File: config.mk
export PLATFORM = sky130hd
export DESIGN_NAME = if_fetch_stage
export DESIGN_NICKNAME = d
export VERILOG_FILES = /design/src/rtl/mips_pkg.sv /design/src/rtl/if_fetch_stage_if_id.sv /design/src/rtl/if_fetch_stage.sv
export SDC_FILE = /design/constraint.sdc
export NUM_CORES = 1
export LEC_CHECK = 0
export ABC_AREA = 1
export CAP_MARGIN = 20
export CELL_PAD_IN_SITES_DETAIL_PLACEMENT = 0
export CELL_PAD_IN_SITES_GLOBAL_PLACEMENT = 1
export CORE_ASPECT_RATIO = 1.2
export CORE_MARGIN = 5
export CORE_UTILIZATION = 31
export CTS_CLUSTER_SIZE = 20
export DETAILED_ROUTE_END_ITERATION = 16
export PLACE_DENSITY = 0.79
export SETUP_SLACK_MARGIN = 0.4
export SLEW_MARGIN = 20
export SYNTH_ARGS = -nofsm -noshare
export SYNTH_HDL_FRONTEND = slang
export SYNTH_SLANG_ARGS = --single-unit
File: constraint.sdc
create_clock -name i_clk -period 1.7 [get_ports i_clk]
set_input_delay 0.255 -clock i_clk [delete_from_list [all_inputs] [get_ports i_clk]]
set_output_delay 0.255 -clock i_clk [all_outputs]
set_load 0.01 [all_outputs]
File: src/rtl/mips_pkg.sv
// Shared MIPS pipeline definitions: datapath width, HALT opcode field and the
// fetch-stage state encoding.
package mips_pkg;

  localparam int NBITS = 32;
  localparam logic [5:0] HALT_OPCODE = 6'b111111;
  localparam int OPCODE_MSB = 31;
  localparam int OPCODE_LSB = 26;

  typedef enum logic [1:0] {
    FILL   = 2'd0,
    RUN    = 2'd1,
    HALTED = 2'd2
  } fetch_state_e;

endpackage

File: src/rtl/if_fetch_stage_if_id.sv
// IF/ID pipeline register: instruction, PC+1 and valid, with load enable and a
// valid-only clear used for squash while the stage is not advancing.
module if_id_reg
  import mips_pkg::*;
#(
  parameter int NBITS = mips_pkg::NBITS
) (
  input  logic             i_clk,
  input  logic             i_reset,
  input  logic             i_load,
  input  logic             i_clear,
  input  logic [NBITS-1:0] i_instr,
  input  logic [NBITS-1:0] i_pc_plus1,
  input  logic             i_valid,
  output logic [NBITS-1:0] o_instr,
  output logic [NBITS-1:0] o_pc_plus1,
  output logic             o_valid
);

  logic [NBITS-1:0] instr_q, instr_d;
  logic [NBITS-1:0] pc_plus1_q, pc_plus1_d;
  logic             valid_q, valid_d;

  // NOTE: every always_comb output gets a hold default first so no path
  // leaves it unassigned, which would otherwise infer a latch.
  always_comb begin
    instr_d    = instr_q;
    pc_plus1_d = pc_plus1_q;
    valid_d    = valid_q;
    if (i_load) begin
      instr_d    = i_instr;
      pc_plus1_d = i_pc_plus1;
      valid_d    = i_valid;
    end else if (i_clear) begin
      valid_d = 1'b0;
    end
  end

  // NOTE: state is updated with non-blocking assignments so every flop samples
  // the pre-edge value of its neighbours regardless of statement order.
  always_ff @(posedge i_clk) begin
    if (i_reset) begin
      instr_q    <= '0;
      pc_plus1_q <= '0;
      valid_q    <= 1'b0;
    end else begin
      instr_q    <= instr_d;
      pc_plus1_q <= pc_plus1_d;
      valid_q    <= valid_d;
    end
  end

  assign o_instr    = instr_q;
  assign o_pc_plus1 = pc_plus1_q;
  assign o_valid    = valid_q;

endmodule

File: src/rtl/if_fetch_stage.sv
// MIPS instruction-fetch stage: drives imem address, next PC, IF/ID register and
// HALT detection. Optional single-step gating is compiled in with IF_STEP_EN.
module if_fetch_stage
  import mips_pkg::*;
#(
  parameter int         NBITS       = mips_pkg::NBITS,
  parameter int         ADDR_W      = 10,
  parameter logic [5:0] HALT_OPCODE = mips_pkg::HALT_OPCODE
) (
  input  logic              i_clk,
  input  logic              i_reset,
  input  logic              i_enable,
  input  logic              i_stall,
  input  logic              i_flush,
  input  logic              i_branch_taken,
  input  logic [NBITS-1:0]  i_branch_target,
  input  logic [NBITS-1:0]  i_pc,
`ifdef IF_STEP_EN
  input  logic              i_step_mode,
  input  logic              i_step,
`endif
  output logic [NBITS-1:0]  o_next_pc,
  output logic [ADDR_W-1:0] o_imem_addr,
  input  logic [NBITS-1:0]  i_imem_data,
  output logic [NBITS-1:0]  o_instr,
  output logic [NBITS-1:0]  o_pc_plus1,
  output logic              o_valid,
  output logic              o_halt
);

  fetch_state_e     state_q, state_d;
  logic [NBITS-1:0] r_pc_q, r_pc_d;
  logic             r_req_valid_q, r_req_valid_d;
  logic             halt_q, halt_d;

  logic             step_ok;
  logic             adv;
  logic             capture_halt;
  logic             ifid_load, ifid_clear, ifid_valid_in;

`ifdef IF_STEP_EN
  assign step_ok = ~i_step_mode | i_step;
`else
  assign step_ok = 1'b1;
`endif

  assign adv = i_enable & ~i_stall & (state_q != HALTED) & step_ok;

  // A HALT is only honoured for a live, unsquashed word being captured in RUN.
  assign capture_halt = adv & (state_q == RUN) & r_req_valid_q & ~i_flush &
                        (i_imem_data[OPCODE_MSB:OPCODE_LSB] == HALT_OPCODE);

  // Stall/halt do not alter this: the PC register compensates on its own side.
  assign o_next_pc   = i_branch_taken ? i_branch_target : i_pc + NBITS'(1);
  assign o_imem_addr = i_pc[ADDR_W-1:0];

  always_ff @(posedge i_clk) begin
    if (i_reset) state_q <= FILL;
    else         state_q <= state_d;
  end

  always_comb begin
    state_d = state_q;
    unique case (state_q)
      FILL:    if (adv)          state_d = RUN;
      RUN:     if (capture_halt) state_d = HALTED;
      HALTED:                    state_d = HALTED;
      default:                   state_d = FILL;
    endcase
  end

  always_comb begin
    ifid_load     = adv;
    ifid_valid_in = (state_q == RUN) & r_req_valid_q & ~i_flush;
    ifid_clear    = (state_q == HALTED) | (~adv & i_flush);
    r_pc_d        = r_pc_q;
    r_req_valid_d = r_req_valid_q;
    halt_d        = halt_q | capture_halt;
    if (adv) begin
      r_pc_d        = i_pc;
      r_req_valid_d = ~i_flush;
    end else if ((state_q != HALTED) && i_flush) begin
      r_req_valid_d = 1'b0;
    end
  end

  always_ff @(posedge i_clk) begin
    if (i_reset) begin
      r_pc_q        <= '0;
      r_req_valid_q <= 1'b0;
      halt_q        <= 1'b0;
    end else begin
      r_pc_q        <= r_pc_d;
      r_req_valid_q <= r_req_valid_d;
      halt_q        <= halt_d;
    end
  end

  assign o_halt = halt_q;

  if_id_reg #(
    .NBITS (NBITS)
  ) u_if_id (
    .i_clk      (i_clk),
    .i_reset    (i_reset),
    .i_load     (ifid_load),
    .i_clear    (ifid_clear),
    .i_instr    (i_imem_data),
    .i_pc_plus1 (r_pc_q + NBITS'(1)),
    .i_valid    (ifid_valid_in),
    .o_instr    (o_instr),
    .o_pc_plus1 (o_pc_plus1),
    .o_valid    (o_valid)
  );

endmodule

# --- Word level (Yosys, flattened, before mapping) ---
# Cells that the tools add are included.
word_totals:
  out_inout_bits: 108
  input_bits: 102
  wordCells: 42
  regBits: 101
op_classes:
  n_bitwise: 14
  muxes: 8
  n_eq_ne: 6
  add_sub_neg: 2
  reduce_logical: 5
op_table:
  columns: ["operator", "count"]
  rows:
  - ["32-bit by 1-bit adder with 32-bit output (second input constant)", 2]
  - ["32-bit 2-to-1 mux", 1]
  - ["1-bit AND", 9]
  - ["6-bit == test (second input constant)", 1]
  - ["2-bit inequality test (second input constant)", 3]
  - ["2-bit case mux with 3 select lines", 1]
  - ["1-bit 2-to-1 mux", 4]
  - ["2-bit 2-to-1 mux", 2]
  - ["2-bit nonzero test", 2]
  - ["1-bit NOT", 3]
  - ["2-bit by 1-bit == test with 1-bit output (second input constant)", 1]
  - ["2-bit == test (second input constant)", 1]
  - ["2-bit logical NOT", 1]
  - ["1-bit bitwise OR", 2]
  - ["2-bit AND reduction", 1]
  - ["1-bit logical AND", 1]

# --- Depth between registers and ports, before layout ---
# Gate-level depths: netlist of run 1.
depth:
  ltp_word: 9
  depth_mapped: 10
  ltp_nobuf: 10

# --- By module ---
# A second synthesis of run 1 with hierarchy kept.
hier_totals:
  hier_cells: 953
  area_unflattened_um2: 6127.1
by_module_without_submodules:
  columns: ["mod", "seq_area_each_um2", "cells_per_inst", "instances", "area_each_um2"]
  rows:
  - ["if_fetch_stage", 720.7, 668, 1, 3593.4]
  - ["if_id_reg", 1301.2, 285, 1, 2533.7]

# --- Worst setup path before layout of run 1 ---
# No wires, ideal clock.
synth_timing:
  path_kind: "input to output"
  from: "input i_pc[0]"
  to: "output o_next_pc[12]"
  path_buffers: 0
  cell_stages: 7
  required_ps: 1445
  setup_slack_ps: 236
  arrival_time_ps: 1209
  cell_sequence: "ha_1 -> nand2_1 -> nor2_1 -> nand2_2 -> nor2_4 -> o21ai_0 -> o21ai_0"
synth_via:
  elab_chain_len: 2
synth_lines:
  columns: ["element", "line_no", "text"]
  rows:
  - ["start, declared", "if_fetch_stage.sv:17", "input logic [NBITS-1:0] i_pc,"]
  - ["32-bit by 1-bit adder with 32-bit output", "if_fetch_stage.sv:54", "assign o_next_pc = i_branch_taken ? i_branch_target : i_pc + NBITS'(1);"]
  - ["32-bit 2-to-1 mux", "if_fetch_stage.sv:54", null]
  - ["end, declared", "if_fetch_stage.sv:22", "output logic [NBITS-1:0] o_next_pc,"]
# Every way passes these cells.

# --- Worst setup path after layout of run 1 ---
layout_timing:
  from: "input i_pc[0]"
  to: "output o_next_pc[20]"
# The elaborated chain is that of the path after synthesis.

==> results.json, run 1 <==
{
  "synth_compound_area_frac": 0.1505,
  "stdcell_area_mm2": 0.01196,
  "first_pass_iters": 4,
  "synth_most_common_cell": "nand2_1",
  "syn-num-nets": 1064,
  "cts_hold_buf": 0,
  "p_int_mw": 5.536,
  "synthMuxAreaShare": 0,
  "drive_above_1_share": 0.4691,
  "io_buffer_count": 209,
  "setup_slack_ns": -0.01739,
  "fp.dieW_um": 136.9,
  "netlist_instances": 957,
  "timing.fmax_mhz": 582.3,
  "regArea_mm2": 0.002051,
  "synth.cell_area_mm2": 0.005987,
  "slowest_delay_ns": 0.15,
  "synthFlopType": "dfxtp_1",
  "crit_arrival_ns": 1.46,
  "synth_common_cells": "nand2_1, dfxtp_1, nor2_1",
  "via_per_inst": 4.705,
  "route.detailed.drc": 0,
  "skew_ns": 0.01305,
  "violations": "setup timing",
  "path_cells": "buf_8, ha_4, nand2_4, nor2_4, nand2_4, buf_12, nor2_4, buf_6, nand3_2, nand2_1, nand3_2, nand2_2, buf_6",
  "cts.clk_slew.worst_paths_ns": 0.07,
  "area_delta_synth_final_pct": 99.73,
  "ys_ff_latch": 101,
  "cts.path.max_buffers": 2,
  "slowest_stage": "ha_4",
  "powerDensity_mw_per_mm2": 710.7,
  "io_pins": 210,
  "die-area_mm2": 0.02220,
  "seq_area_frac_synth": 0.3377,
  "end_kind": "output pin",
  "gr-total-overflow": 0,
  "dieHeight_um": 162.2,
  "min_path_type": "input pin to register",
  "wirelength_mm": 25.05,
  "dr_total_vias": 7373,
  "start_kind": "input pin",
  "cts_buffers": 9,
  "synth.area.top_cells": "dfxtp_1, nand2_1, a21oi_1",
  "setup_viol": 2,
  "core-area_mm2": 0.01892,
  "swShare": 0.3486,
  "avgSynthCellArea_um2": 6.256,
  "synth_cell_type_count": 33,
  "first_global_vias": 7312,
  "multiInputGateArea_mm2": 0.005024,
  "num_rows": 55,
  "dpl.hpwl_mm": 16.97,
  "yosys.area_share.simple": 0.3814,
  "drtIter0Drc": 323,
  "grt_pass1_wl_mm": 37.18,
  "grt_usage": 0.2084,
  "htree_levels": 3,
  "hold_violations": 0,
  "utilization": 0.6319,
  "yosysTopAreaCell": "dfxtp_1",
  "p_comb_frac": 0.426,
  "cts_tree": "yes",
  "initial_core_util": 0.3164,
  "crit_path_max_fanout": 4,
  "outcome": "finished with violations",
  "critical_path_required_ns": 1.44,
  "detail-route-antenna-nets": 0,
  "cap_violations": 0,
  "antenna_found_initial": 0,
  "finalPower_mw": 8.499,
  "maxSlewHeadroom": 0.5638,
  "rsz0062_at_grt": "yes",
  "synth_top_family_by_area": "simple AND/OR/NAND/NOR gates",
  "sequentialPowerShare": 0.339,
  "clkPwrFrac": 0.235,
  "power.net_switching_mw": 2.963,
  "worstMarginPinSlew_ns": 0.6543,
  "yosysTopAreaCellShare": 0.3377,
  "antennaDiodeCount": 0,
  "fin_crit_ns": 1.717,
  "ir_drop_uv": 488.2,
  "synth_xor_area_frac": 0.02633,
  "wl_per_cell_um": 15.99,
  "fillers": 1669,
  "power.leakage_nw": 5.324,
  "async_reset_ff_frac": 0,
  "nets": 1413,
  "tns_ns": -0.02508,
  "synth-edff-count": 0,
  "grt_max_degree": 40,
  "routabilityCongestion": 0.8994,
  "yosys_warnings": 0,
  "clk_latency_ns": 0.35,
  "synth_fa_ha_area_frac": 0.01045,
  "slew_viol_final": 0,
  "cts.sinks": 101,
  "cts.root.buffer_cell": "clkbuf_16",
  "fin_crit_sh": 1.010,
  "crit_type": "input pin to output pin",
  "hold_ws_ns": 0.2457,
  "dpl-instance-area_mm2": 0.008961
}
## stage by stage
step,std cells,setup slack [ns]
2_1_floorplan,957,0.3688
3_5_place_dp,1467,-0.9328
6_report,1567,-0.01739
3_3_place_gp,1467,-0.9559
5_1_grt,1567,-0.1275
4_1_cts,1544,-0.03266
## sequential cells by signal, indices dropped and copies added, names as in the netlist
signal / cells
r_pc_q: 32
u_if_id.o_instr: 32
u_if_id.o_pc_plus1: 32
state_q: 2
o_halt: 1
r_req_valid_q: 1
u_if_id.o_valid: 1
## metal layers
metal / routed length (µm) / share of wire / track usage / up-vias
met3: 1271 / 0.051 / 0.03656 / 44
li1: - / - / - / 3725
met5: 0 / 0 / 0 / -
met2: 12830 / 0.51 / 0.3675 / 213
met1: 10200 / 0.41 / 0.2524 / 3391
met4: 751 / 0.030 / 0.07396 / 0
## power by group through the flow
stage	logic, mW	registers (mW)	clock network, mW
3_5_place_dp	2.22	2.90	0
3_3_place_gp	2.20	2.89	0
2_1_floorplan	0.986	2.94	0
6_report	3.62	2.88	2.00
5_1_grt	3.87	2.92	2.14
4_1_cts	3.06	2.86	2.03
## repair_timing
action                     CTS  global route
resized for setup          708           243
cloned                      14             6
setup buffers               47            17
pin swaps                  143           136
setup endpoints to repair  208           136
## kinds of logic (layout without fill, tap and decap cells)
family	count (synthesis)	after routing
buffers and inverters	133	486
AOI/OAI and AO/OA	167	167
xor gates and xnor gates	18	18
DFF	101	101
adders and majority gates	5	5
and+or+nand+nor	533	534
## worst max-delay path: cells and delay by family
family	cells	cell delay (ns)
adder cells (fa/ha/maj)	1	0.15
buffers and inverters	4	0.42
AND/OR/NAND/NOR	8	0.61
## cell usage in the layout, fill, tap and decap left out, types with 4 or more instances in the layout
cell,Yosys,final
buf_12,0,16
inv_2,1,9
o21ai_2,0,27
nand2_2,12,46
dfxtp_4,0,4
dlygate4sd2_1,0,70
buf_6,0,51
buf_4,13,105
inv_1,84,70
xor2_1,14,11
clkdlybuf4s50_1,0,69
o21ai_4,0,10
o21bai_1,5,5
a21oi_1,84,14
nand3_1,41,23
nor2_1,89,31
buf_8,0,10
o21ai_1,2,17
nand2_4,2,63
inv_4,0,4
buf_2,10,33
dfxtp_1,101,86
a21oi_2,1,70
nor2_4,13,45
nand3_2,1,16
nand4_1,5,5
nand2_8,0,4
clkdlybuf4s15_1,0,5
nand3b_1,11,11
nor2_2,10,36
dfxtp_2,0,11
clkbuf_16,0,14
o21a_1,15,15
buf_16,0,14
nand2_1,347,249
o21ai_0,56,4
## final timing paths
path / startpoint / endpoint / slack (ns) / cells after the start
setup / recovery: i_pc[0] / o_next_pc[20] / -0.02 / 13
hold / removal: i_pc[25] / r_pc_q[25] / 0.25 / 3
setup reg to reg: state_q[0] / u_if_id.o_instr[22] / 0.20 / 10
hold reg to reg: o_halt / o_halt / 0.46 / 2
## cell type report
type | instances | share of cell area
Multi-Input combinational cell | 724 | 0.4201
Clock inverter | 6 | 0.005023
Timing Repair Buffer | 383 | 0.3274
Tap cell | 256 | 0.02679
Inverter | 87 | 0.03003
Clock buffer | 10 | 0.01915
Sequential cell | 101 | 0.1715
No activity file was read; power rests on OpenSTA's default activity.
==> run 2: changes to the inputs <==
Settings changed: CORE_UTILIZATION 31 to 33, PLACE_DENSITY 0.79 to 0.83.
Clock period 1.7 ns to 2.2 ns, I/O delays scaled along.
==> run 2 against run 1 <==
  * The run now ends clean
  * Via count down 8.5%
  * Setup slack better by 0.42 ns
  * Sequential power down 24%
  * Design area down 21%
  * Register-to-register slack better by 0.34 ns
  * Clock-buffer cell count up 1
  * Worst hold slack better by 0.14 ns
  * Clock power down 9.5%
  * First-iteration DRC count down 26%
  * Clock skew down 0.0079 ns
  * Sequential share of layout area up 4.3 points
  * Non-clock buffer count down 85
==> results.json, run 2 (synthesis results as in run 1) <==
{
  "outcome": "finished clean",
  "wirelength_mm": 20.46,
  "maxSlewHeadroom": 0.6956,
  "ir_drop_uv": 341.2,
  "clk_latency_ns": 0.34,
  "core-area_mm2": 0.01804,
  "cts_tree": "yes",
  "skew_ns": 0.005186,
  "layout_commonest_cell": "nand2_1",
  "rsz0062_at_grt": "yes",
  "gr-total-overflow": 0,
  "final_cell_mix": "nand2_1, clkdlybuf4s50_1, dfxtp_1",
  "htree_levels": 3,
  "r2r-end": "u_if_id.o_pc_plus1[12]",
  "grt_pass1_wl_mm": 32.66,
  "dr_total_vias": 6744,
  "grt_max_degree": 60,
  "setup_slack_ns": 0.3995,
  "r2r_start": "r_pc_q[0]",
  "first_pass_iters": 5,
  "crit_arrival_ns": 1.47,
  "die-area_mm2": 0.02095,
  "wl_per_cell_um": 14.12,
  "start_kind": "input pin",
  "grt_usage": 0.1925,
  "routabilityCongestion": 0.9011,
  "io_pins": 210,
  "utilization": 0.5231,
  "min_path_type": "input pin to register",
  "antennaDiodeCount": 0,
  "end_kind": "output pin",
  "crit_type": "input pin to output pin",
  "cap_violations": 0,
  "detail-route-antenna-nets": 0,
  "dp_slack_ns": -0.5778,
  "hold_ws_ns": 0.3853,
  "min-delay-start": "i_pc[2]",
  "first_global_vias": 6459,
  "r2r_slack_ns": 0.54,
  "powerDensity_mw_per_mm2": 599.0,
  "cts_buffers": 9,
  "finalPower_mw": 5.652,
  "nets": 1327,
  "fin_crit_sh": 0.8184,
  "dpl.hpwl_mm": 16.10,
  "dieHeight_um": 157.6,
  "ff2ff_path_depth": 9,
  "via_per_inst": 4.654,
  "fp.dieW_um": 133.0,
  "initial_core_util": 0.3319,
  "cts.clk_slew.worst_paths_ns": 0.07,
  "setup_viol": 0,
  "slew_viol_final": 0,
  "critical_path_required_ns": 1.87,
  "io_buffer_count": 209,
  "cts.sinks": 101,
  "drtIter0Drc": 238,
  "crit_path_max_fanout": 5,
  "antenna_found_initial": 0,
  "worstMarginPinSlew_ns": 0.4566,
  "drive_above_1_share": 0.2212,
  "area_delta_synth_final_pct": 57.62,
  "num_rows": 54,
  "route.detailed.drc": 0,
  "holdPathStages": 4,
  "power.leakage_nw": 3.889,
  "cts.path.max_buffers": 2,
  "cts.root.buffer_cell": "clkbuf_16",
  "worstHoldEndpoint": "r_pc_q[2]",
  "fin_crit_ns": 1.800,
  "timing.fmax_mhz": 555.4,
  "cts_hold_buf": 0,
  "hold_violations": 0
}
-- run 2: changes by cell type in the layout (fill, tap and decap cells not counted), moves of 49 or more --
cell | before | now
a21oi_2 | 70 | 1
a21oi_1 | 14 | 84
nand2_1 | 249 | 317
o21ai_0 | 4 | 53
clkdlybuf4s50_1 | 69 | 145
dlygate4sd2_1 | 70 | 6
-- run 2: cell type report --
cell class | instances | area, µm²
multi-input cells | 723 | 3765
clock inverters | 5 | 107.6
fillers | 1840 | 8603
well taps | 224 | 280.3
repair buffers | 298 | 2700
inverters | 87 | 329.1
flip-flops and latches | 101 | 2022
clock buffers | 11 | 232.7
-- run 2: worst max path at each step --
stage,from,cells past startpoint,endpoint
finish,i_pc[0],10,o_next_pc[16]
global route,i_pc[25],11,o_next_pc[30]
CTS,i_pc[1],12,o_next_pc[20]
detailed placement,i_pc[5],10,o_next_pc[21]
global placement,i_pc[12],9,o_next_pc[16]
floorplan,i_pc[0],7,o_next_pc[12]
-- run 2: stage by stage --
| stage | std cells | area, µm² | setup TNS [ns] |
|---|---|---|---|
| global route | 1449 | 9437 | 0 |
| finish | 1449 | 9437 | 0 |
| detailed placement | 1422 | 8773 | -13.65 |
| global placement | 1422 | 8773 | -13.43 |
| floorplan | 957 | 5987 | 0 |
| CTS | 1447 | 9348 | 0 |
-- run 2: what timing repair did --
item / in CTS / in global routing
resized for setup: 320 / 49
hold endpoints to repair: 0 / 0
pin swaps: 47 / 24
setup endpoints to repair: 41 / 27
setup buffers: 9 / 2
-- run 2: critical path, stage by stage --
cell and delay, ns:
buf_6 0.08, ha_4 0.15, nand2_4 0.05, nor2_4 0.11, nand2_4 0.11, nor2_2 0.13
xor2_1 0.16, nand2_1 0.06, nand2_1 0.06, clkdlybuf4s15_2 0.23
-- run 2: layer usage --
layer  wire (µm)  share of wire  global-route usage
met1        8611           0.42              0.2268
met5           0              0                   0
met4         671          0.033             0.06881
met2        9908           0.48              0.3485
met3        1270          0.062             0.03708
-- run 2: power breakdown --
part | internal [mW] | total, mW | switching, mW | leakage (nW)
logic | 0.803 | 1.65 | 0.849 | 2.90
clock network | 1.12 | 1.81 | 0.687 | 0.164
registers | 2.05 | 2.19 | 0.148 | 0.828
==> run 3: changes to the inputs <==
Settings changed: CORE_UTILIZATION 33 to 31, PLACE_DENSITY 0.83 to 0.79.
Clock period 2.2 ns to 1.8 ns, I/O delays scaled along.
==> run 3 against run 2 <==
  * Routed wire length grew 12%
  * Clock power grew 6%
  * Die area increased by 6.0%
  * Sequential share of layout area down 2.1 points
  * Via count grew 4.3%
  * Design area up 12%
  * Critical endpoint is now o_next_pc[30]
  * Register-to-register slack got worse by 0.22 ns
  * Worst hold slack worse by 0.10 ns
  * Clock-buffer cell count is 2 lower
  * Combinational power increased by 52%
  * Highest routed layer unchanged
  * Cell count rose by 5.7%
  * First-iteration DRC count rose by 13%
==> results.json, run 3 (synthesis results as in run 1) <==
{
  "first_global_vias": 6946,
  "grt_usage": 0.1995,
  "end_kind": "output pin",
  "fillers": 1850,
  "timing.fmax_mhz": 584.6,
  "grt_max_degree": 41,
  "crit_path_frequent_cell": "nand2_2",
  "r2r_slack_ns": 0.32,
  "hold_violations": 0,
  "powerDensity_mw_per_mm2": 674.4,
  "io_buffer_count": 209,
  "ir_drop_uv": 465.2,
  "outcome": "finished clean",
  "fin_crit_sh": 0.9503,
  "utilization": 0.5590,
  "clk_latency_ns": 0.36,
  "antenna_found_initial": 0,
  "fin_crit_ns": 1.711,
  "power.leakage_nw": 4.669,
  "drtIter0Drc": 268,
  "worstMarginPinSlew_ns": 0.4335,
  "dr_total_vias": 7036,
  "slowest_delay_ns": 0.16,
  "critical_path_required_ns": 1.53,
  "crit_type": "input pin to output pin",
  "cap_violations": 0,
  "via_per_inst": 4.596,
  "power.net_switching_mw": 2.389,
  "detail-route-antenna-nets": 0,
  "initial_core_util": 0.3164,
  "setup_slack_ns": 0.08945,
  "htree_levels": 3,
  "area_delta_synth_final_pct": 76.70,
  "multiInputGateArea_mm2": 0.004215,
  "slew_viol_final": 0,
  "path_delay_family": "simple AND/OR/NAND/NOR gates",
  "antennaDiodeCount": 0,
  "gr-total-overflow": 0,
  "drive_above_1_share": 0.3357,
  "first_pass_iters": 4,
  "dieHeight_um": 162.2,
  "route.detailed.drc": 0,
  "cts.root.buffer_cell": "clkbuf_16",
  "grt_pass1_wl_mm": 35.33,
  "cts.path.max_buffers": 2,
  "min_path_type": "input pin to register",
  "clkPwrFrac": 0.269,
  "maxSlewHeadroom": 0.7110,
  "swShare": 0.3348,
  "wirelength_mm": 22.97,
  "layout_commonest_cell": "nand2_1",
  "p_comb_frac": 0.352,
  "final_cell_mix": "nand2_1, buf_4, dfxtp_1",
  "dpl.hpwl_mm": 16.95,
  "cts_tree": "yes",
  "crit_path_max_fanout": 3,
  "routabilityCongestion": 0.9039,
  "slowest_stage": "ha_4",
  "core-area_mm2": 0.01892,
  "rsz0062_at_grt": "yes",
  "dp_slack_ns": -0.8513,
  "path_cells": "buf_8, ha_4, nand3_4, nor2_4, inv_2, nor2_4, buf_6, nand2_2, nand2_2, nand2_2, nand2_2, nand2_1, buf_2",
  "cp_num_buf_inv": 4,
  "skew_ns": 0.008841,
  "p_int_mw": 4.746,
  "num_rows": 55,
  "fp.dieW_um": 136.9,
  "start_kind": "input pin",
  "regArea_mm2": 0.002047,
  "die-area_mm2": 0.02220,
  "cts.sinks": 101,
  "nets": 1377,
  "setup_viol": 0,
  "io_pins": 210,
  "cts_hold_buf": 0,
  "cts_buffers": 9,
  "sequentialPowerShare": 0.379,
  "cts.clk_slew.worst_paths_ns": 0.07,
  "crit_arrival_ns": 1.44,
  "wl_per_cell_um": 15.00
}
run 3: final timing paths:
kind                   start  cells after the start                      to
setup / recovery     i_pc[0]                     13           o_next_pc[30]
hold / removal      i_pc[26]                      3              r_pc_q[26]
setup reg to reg  state_q[0]                     10  u_if_id.o_pc_plus1[24]
hold reg to reg       o_halt                      2                  o_halt
run 3: final cells by class:
class	instances	share of cell area
clock buffers	9	0.02129
clock inverters	7	0.006505
inverters	87	0.03359
multi-input cells	723	0.3985
flip-flops and latches	101	0.1935
well taps	256	0.03028
repair buffers	348	0.3164
run 3: through the flow:
step / power [mW] / instance area, µm² / TNS (ns) / hold WS, ns / std cells
floorplan: 3.681 / 6015 / 0 / 0.3644 / 957
global placement: 4.792 / 8951 / -23.61 / 0.4375 / 1467
detailed placement: 4.806 / 8951 / -24.06 / 0.4545 / 1467
CTS: 6.906 / 9910 / 0 / 0.2643 / 1511
global route: 7.553 / 10580 / -0.02653 / 0.3096 / 1531
finish: 7.135 / 10580 / 0 / 0.2820 / 1531
run 3: power groups by stage:
stage	logic, mW	registers (mW)	clock network (mW)
global route	2.75	2.74	2.07
global placement	2.08	2.72	0
detailed placement	2.08	2.73	0
CTS	2.24	2.68	1.99
finish	2.51	2.70	1.92
floorplan	0.909	2.77	0
run 3: what timing repair did:
action                                 CTS  global route
endpoints found under the hold margin    0             0
pin swaps                               78            80
gates resized for setup                533           143
setup endpoints to repair              200            99
setup buffers                           24            17
gates cloned                             4             3
run 3: layer usage:
metal / up-vias / wire length (µm) / track usage
met4: 0 / 675 / 0.07759
li1: 3648 / - / -
met2: 179 / 11750 / 0.3545
met3: 35 / 1094 / 0.03284
met1: 3174 / 9447 / 0.2379
met5: - / 0 / 0
run 3: tightest hold or removal path: cells and delay by family:
kind / cells / cell delay (ns)
AO/OA/AOI/OAI: 2 / 0.20
buffers and inverters: 1 / 0.13
